[config.mk]
export PLATFORM = sky130hd
export DESIGN_NAME = rv_gpio_ctrl
export DESIGN_NICKNAME = d
export VERILOG_FILES = /design/src/rtl/rv_gpio_ctrl.sv
export SDC_FILE = /design/constraint.sdc
export NUM_CORES = 1
export LEC_CHECK = 0
export CAP_MARGIN = 25
export CORE_ASPECT_RATIO = 0.8
export CORE_MARGIN = 3
export CORE_UTILIZATION = 50
export CTS_CLUSTER_SIZE = 40
export DETAILED_ROUTE_END_ITERATION = 8
export PLACE_DENSITY = 0.77
export SETUP_SLACK_MARGIN = 0.4
export SLEW_MARGIN = 20
export SYNTH_ARGS = -nofsm -noshare
export SYNTH_HDL_FRONTEND = slang
export SYNTH_SLANG_ARGS = --single-unit
[constraint.sdc]
create_clock -name i_clk -period 1.6 [get_ports i_clk]
set_input_delay 0.32 -clock i_clk [delete_from_list [all_inputs] [get_ports i_clk]]
set_output_delay 0.32 -clock i_clk [all_outputs]
set_load 0.1 [all_outputs]
[src/rtl/rv_gpio_ctrl.sv]
// Register-mapped GPIO block: synchronised and debounced inputs, output register
// with atomic set/clear, and sticky per-bit edge interrupts OR'd onto o_irq.
module rv_gpio_ctrl #(
  parameter int              WIDTH           = 16,
  parameter int              SYNC_STAGES     = 2,
  parameter int              DEBOUNCE_CYCLES = 4,
  parameter logic [WIDTH-1:0] OUT_RESET      = '0
) (
  input  logic             i_clk,
  input  logic             i_reset,
  input  logic [WIDTH-1:0] i_gpio,
  output logic [WIDTH-1:0] o_gpio,
  input  logic             i_we,
  input  logic             i_re,
  input  logic [4:0]       i_addr,
  input  logic [31:0]      i_wdata,
  output logic [31:0]      o_rdata,
  output logic             o_rvalid,
  output logic             o_irq
);

  localparam int CNT_W = (DEBOUNCE_CYCLES > 1) ? $clog2(DEBOUNCE_CYCLES) : 1;
  localparam logic [CNT_W-1:0] CNT_MAX =
    (DEBOUNCE_CYCLES > 0) ? CNT_W'(DEBOUNCE_CYCLES - 1) : '0;

  typedef enum logic [2:0] {
    REG_IN      = 3'd0,
    REG_OUT     = 3'd1,
    REG_OUT_SET = 3'd2,
    REG_OUT_CLR = 3'd3,
    REG_RISE_EN = 3'd4,
    REG_FALL_EN = 3'd5,
    REG_STATUS  = 3'd6,
    REG_RSVD    = 3'd7
  } reg_e;

  logic [WIDTH-1:0] sync_q [SYNC_STAGES];
  logic [WIDTH-1:0] sync_d [SYNC_STAGES];
  logic [CNT_W-1:0] cnt_q  [WIDTH];
  logic [CNT_W-1:0] cnt_d  [WIDTH];
  logic [WIDTH-1:0] deb_q, deb_d;
  logic [WIDTH-1:0] out_q, out_d;
  logic [WIDTH-1:0] rise_q, rise_d;
  logic [WIDTH-1:0] fall_q, fall_d;
  logic [WIDTH-1:0] status_q, status_d;
  logic [31:0]      rdata_q, rdata_d;
  logic             rvalid_q, rvalid_d;

  reg_e             word;
  logic [WIDTH-1:0] wdata;
  logic [WIDTH-1:0] status_clr;
  logic [WIDTH-1:0] edge_set;
  logic [31:0]      rd_word;
  logic             unused_bits;

  assign word        = reg_e'(i_addr[4:2]);
  assign wdata       = i_wdata[WIDTH-1:0];
  assign unused_bits = ^{i_addr[1:0], i_wdata};

  always_comb begin
    sync_d[0] = i_gpio;
    for (int s = 1; s < SYNC_STAGES; s++) sync_d[s] = sync_q[s-1];
  end

  // In bypass mode deb_q shadows the last sync stage so edge detection still
  // sees the debounced value change on the edge it happens.
  always_comb begin
    // NOTE: every combinational output gets a default first so no path leaves
    // it unassigned, which would otherwise infer a latch.
    deb_d = deb_q;
    for (int i = 0; i < WIDTH; i++) cnt_d[i] = cnt_q[i];
    if (DEBOUNCE_CYCLES == 0) begin
      deb_d = sync_d[SYNC_STAGES-1];
    end else begin
      for (int i = 0; i < WIDTH; i++) begin
        if (sync_q[SYNC_STAGES-1][i] != deb_q[i]) begin
          if (cnt_q[i] == CNT_MAX) begin
            deb_d[i] = sync_q[SYNC_STAGES-1][i];
            cnt_d[i] = '0;
          end else begin
            cnt_d[i] = cnt_q[i] + CNT_W'(1);
          end
        end else begin
          cnt_d[i] = '0;
        end
      end
    end
  end

  always_comb begin
    out_d      = out_q;
    rise_d     = rise_q;
    fall_d     = fall_q;
    status_clr = '0;
    if (i_we) begin
      case (word)
        REG_OUT:     out_d      = wdata;
        REG_OUT_SET: out_d      = out_q | wdata;
        REG_OUT_CLR: out_d      = out_q & ~wdata;
        REG_RISE_EN: rise_d     = wdata;
        REG_FALL_EN: fall_d     = wdata;
        REG_STATUS:  status_clr = wdata;
        default:     ;
      endcase
    end

    // Hardware set is OR'd after the W1C mask so a same-edge event is kept.
    edge_set = (deb_d & ~deb_q & rise_q) | (~deb_d & deb_q & fall_q);
    status_d = (status_q & ~status_clr) | edge_set;

    rd_word = '0;
    case (word)
      REG_IN:      rd_word[WIDTH-1:0] = deb_q;
      REG_OUT:     rd_word[WIDTH-1:0] = out_q;
      REG_RISE_EN: rd_word[WIDTH-1:0] = rise_q;
      REG_FALL_EN: rd_word[WIDTH-1:0] = fall_q;
      REG_STATUS:  rd_word[WIDTH-1:0] = status_q;
      default:     ;
    endcase
    rdata_d  = i_re ? rd_word : rdata_q;
    rvalid_d = i_re;
  end

  // NOTE: sequential state uses non-blocking assignments so every flop samples
  // the pre-edge values of the others; the small arrays are reset like any flop.
  always_ff @(posedge i_clk) begin
    if (i_reset) begin
      for (int s = 0; s < SYNC_STAGES; s++) sync_q[s] <= '0;
      for (int i = 0; i < WIDTH; i++) cnt_q[i] <= '0;
      deb_q    <= '0;
      out_q    <= OUT_RESET;
      rise_q   <= '0;
      fall_q   <= '0;
      status_q <= '0;
      rdata_q  <= '0;
      rvalid_q <= 1'b0;
    end else begin
      for (int s = 0; s < SYNC_STAGES; s++) sync_q[s] <= sync_d[s];
      for (int i = 0; i < WIDTH; i++) cnt_q[i] <= cnt_d[i];
      deb_q    <= deb_d;
      out_q    <= out_d;
      rise_q   <= rise_d;
      fall_q   <= fall_d;
      status_q <= status_d;
      rdata_q  <= rdata_d;
      rvalid_q <= rvalid_d;
    end
  end

  assign o_gpio   = out_q;
  assign o_rdata  = rdata_q;
  assign o_rvalid = rvalid_q;
  assign o_irq    = |status_q;

endmodule

==> flow_metrics.env <==
export IMPL_hold_end="status_q[8]$_SDFF_PP0_"
export IMPL_fin_hold_ws_ns=0.265
export IMPL_wl_um=19300
export IMPL_viasPerCell=5.65
export IMPL_postSynth_asyncResetShare=0
export IMPL_synth_top_area_frac=0.472
export IMPL_die_y_um=110
export IMPL_min_delay_path_depth=2
export IMPL_area_growth_synth_to_final_pct=40.1
export IMPL_setup_ws_ns=-0.423
export IMPL_slew_violations=0
export IMPL_cts_max_path_buffers=2
export IMPL_power_per_cell_area_nw_per_um2=1050
export IMPL_worstHoldStart="i_reset"
export IMPL_clkLatencyLatePin_ns=0.42
export IMPL_failed_checks="negative setup slack"
export IMPL_cts_buffers=17
export IMPL_first_iter_violations=515
export IMPL_fp_dieW_um=137
export IMPL_core_area_um2=13100
export IMPL_grt_max_degree=48
export IMPL_r2r_end="o_rdata[0]$_SDFFE_PP0P_"
export IMPL_pin_count=107
export IMPL_crit_arrival_ns=1.70
export IMPL_multi_input_area_um2=3480
export IMPL_diodes=0
export IMPL_hpwl_um=12200
export IMPL_seqCellArea_um2=3340
export IMPL_cts_tree="built"
export IMPL_syn_area_um2=6820
export IMPL_final_layout_size_suffix_gt1_frac=0.289
export IMPL_startpoint_type="flop"
export IMPL_max_vdd_ir_drop_uv=755
export IMPL_core_rowCount=37
export IMPL_grt_pass1_wl_um=29800
export IMPL_antenna_left=0
export IMPL_antenna_found_initial=0
export IMPL_synth_top_cell_by_area="dfxtp_1"
export IMPL_synth_cells=737
export IMPL_initial_core_util=0.521
export IMPL_crit_type="flop to primary output"
export IMPL_wl_per_cell_um=18.4
export IMPL_hp_class="input pin to flop"
export IMPL_rr_startpoint="status_q[0]$_SDFF_PP0_"
export IMPL_htreeDepth=4
export IMPL_crit_required_ns=1.28
export IMPL_synthFlopType="dfxtp_1"
export IMPL_path_clk_slew_ns=0.06
export IMPL_gp_congestion=0.923
export IMPL_cts_root_buf="clkbuf_16"
export IMPL_drc=0
export IMPL_avgSynthCellArea_um2=9.26
export IMPL_p_leak_nw=3.76
export IMPL_hold_viol_final=0
export IMPL_netlist_top_cells_area="dfxtp_1 47%, nor2b_1 6.1%, nor2_1 5.3%"
export IMPL_grt_overflow_total=0
export IMPL_grt_pass1_vias=5848
export IMPL_rsz0062_at_grt="yes"
export IMPL_fin_setup_tns_ns=-0.423
export IMPL_timing_final_crit_period_ns=2.02
export IMPL_num_vias=5924
export IMPL_cp_end_kind="primary output"
export IMPL_grt_use_total=0.250
export IMPL_ys_warn_count=0
export IMPL_synth_edf_count=0
export IMPL_dieArea_um2=15100
export IMPL_synthDistinctLibCells=40
export IMPL_outcome="finished with violations"
export IMPL_io_buffers=72
export IMPL_drv_cap=0
export IMPL_fmax_mhz=494
export IMPL_critPathMaxFanout=2
export IMPL_seq_area_frac_synth=0.472
export IMPL_skew_ns=0.00662
export IMPL_rr_worst_depth=5
export IMPL_fin_crit_sh=1.26
export IMPL_nets=934
export IMPL_clock_sinks=161
export IMPL_setup_viol=1
export IMPL_ys_seq_elements=161
export IMPL_first_pass_iters=5
export IMPL_reg2reg_slack_ns=0.36
export IMPL_fill_cells=869
-- worst max-delay path, stage by stage (launching register included) --
cell and delay, ns:
dfxtp_4 0.36, nor4_4 0.27, buf_4 0.16, nand4_1 0.23, buf_12 0.26
-- cells by family (layout without fill, tap and decap cells) --
| family | after synthesis | count (layout) | share of synthesized area |
|---|---|---|---|
| other | 1 | 16 | 0.000550 |
| adder cells (fa/ha/maj) | 16 | 16 | 0.0293 |
| AND/OR/NAND/NOR | 293 | 293 | 0.205 |
| multiplexers | 47 | 47 | 0.0733 |
| flip-flops | 161 | 161 | 0.472 |
| buffers and inverters | 76 | 197 | 0.0587 |
| AO/OA/AOI/OAI | 143 | 144 | 0.160 |
-- cell type report --
class | count | share of cell area
Multi-Input combinational cell | 516 | 0.364
Sequential cell | 161 | 0.349
Clock buffer | 19 | 0.0463
Timing Repair Buffer | 149 | 0.190
Tap cell | 175 | 0.0229
Clock inverter | 13 | 0.0219
Inverter | 16 | 0.00628
-- power by group --
part / switching [W] / total (W) / internal [W]
registers: 0.0000879 / 0.00418 / 0.00410
clock network: 0.00164 / 0.00446 / 0.00282
logic: 0.000873 / 0.00139 / 0.000520
-- metal layers --
layer	global-route usage	routed length (um)
met1	0.316	7910
met2	0.425	9570
met3	0.0483	1410
met4	0.0839	449
met5	0	0
-- cell usage in the layout (no fill, tap or decap), types with 14 or more instances in the layout --
master,n
buf_4,54
nand2_1,82
nor2_1,97
mux2i_1,32
o21ai_0,16
a22o_1,16
ha_1,16
dfxtp_4,26
dfxtp_1,123
nor2b_1,66
a21oi_1,37
a22oi_1,22
inv_1,16
clkdlybuf4s50_1,33
o221a_1,14
conb_1,16
buf_12,43
clkbuf_16,19
nor3_1,14
-- worst max-delay path by stage --
stage | from | to | slack (ns)
global route | status_q[13]$_SDFF_PP0_ | o_irq | -0.44
detailed placement | i_addr[2] | o_rdata[14]$_SDFFE_PP0P_ | -0.26
finish | status_q[13]$_SDFF_PP0_ | o_irq | -0.42
floorplan | status_q[1]$_SDFF_PP0_ | o_irq | -0.21
CTS | status_q[14]$_SDFF_PP0_ | o_irq | -0.38
global placement | i_addr[2] | o_rdata[14]$_SDFFE_PP0P_ | -0.23
-- synth_stat cells, types with 14 or more instances --
cell	number
dfxtp_1	161
nor2_1	97
nand2_1	82
nor2b_1	67
a21oi_1	46
mux2i_1	32
a22oi_1	22
clkbuf_1	22
buf_4	17
a22o_1	16
ha_1	16
inv_1	16
nor3_1	16
o21ai_0	16
buf_2	14
nor3b_1	14
o221a_1	14
-- registers in the layout (all words and copies together) (netlist names) --
| name | cells |
|---|---|
| status_q | 16 |
| deb_q | 16 |
| rise_q | 16 |
| o_gpio | 16 |
| cnt_q | 32 |
| o_rdata | 16 |
| o_rvalid | 1 |
| sync_q | 32 |
| fall_q | 16 |
-- what timing repair did --
item,in CTS,in global routing
setup buffers,23,8
cloned,2,3
pin swaps,8,9
gates resized for setup,45,24
endpoints found under the setup margin,114,77
hold buffers,0,0
-- stage by stage --
stage          instances  utilization  total power, W  setup slack [ns]  instance area, um^2
2_1_floorplan        752            -         0.00514            -0.211                 7150
3_3_place_gp         981        0.641         0.00554            -0.231                 8390
3_5_place_dp         981        0.641         0.00556            -0.256                 8390
4_1_cts             1038        0.714          0.0100            -0.380                 9360
5_1_grt             1049        0.730          0.0103            -0.438                 9560
6_report            1049        0.730          0.0100            -0.423                 9560
No activity file was read; power rests on OpenSTA's default activity.
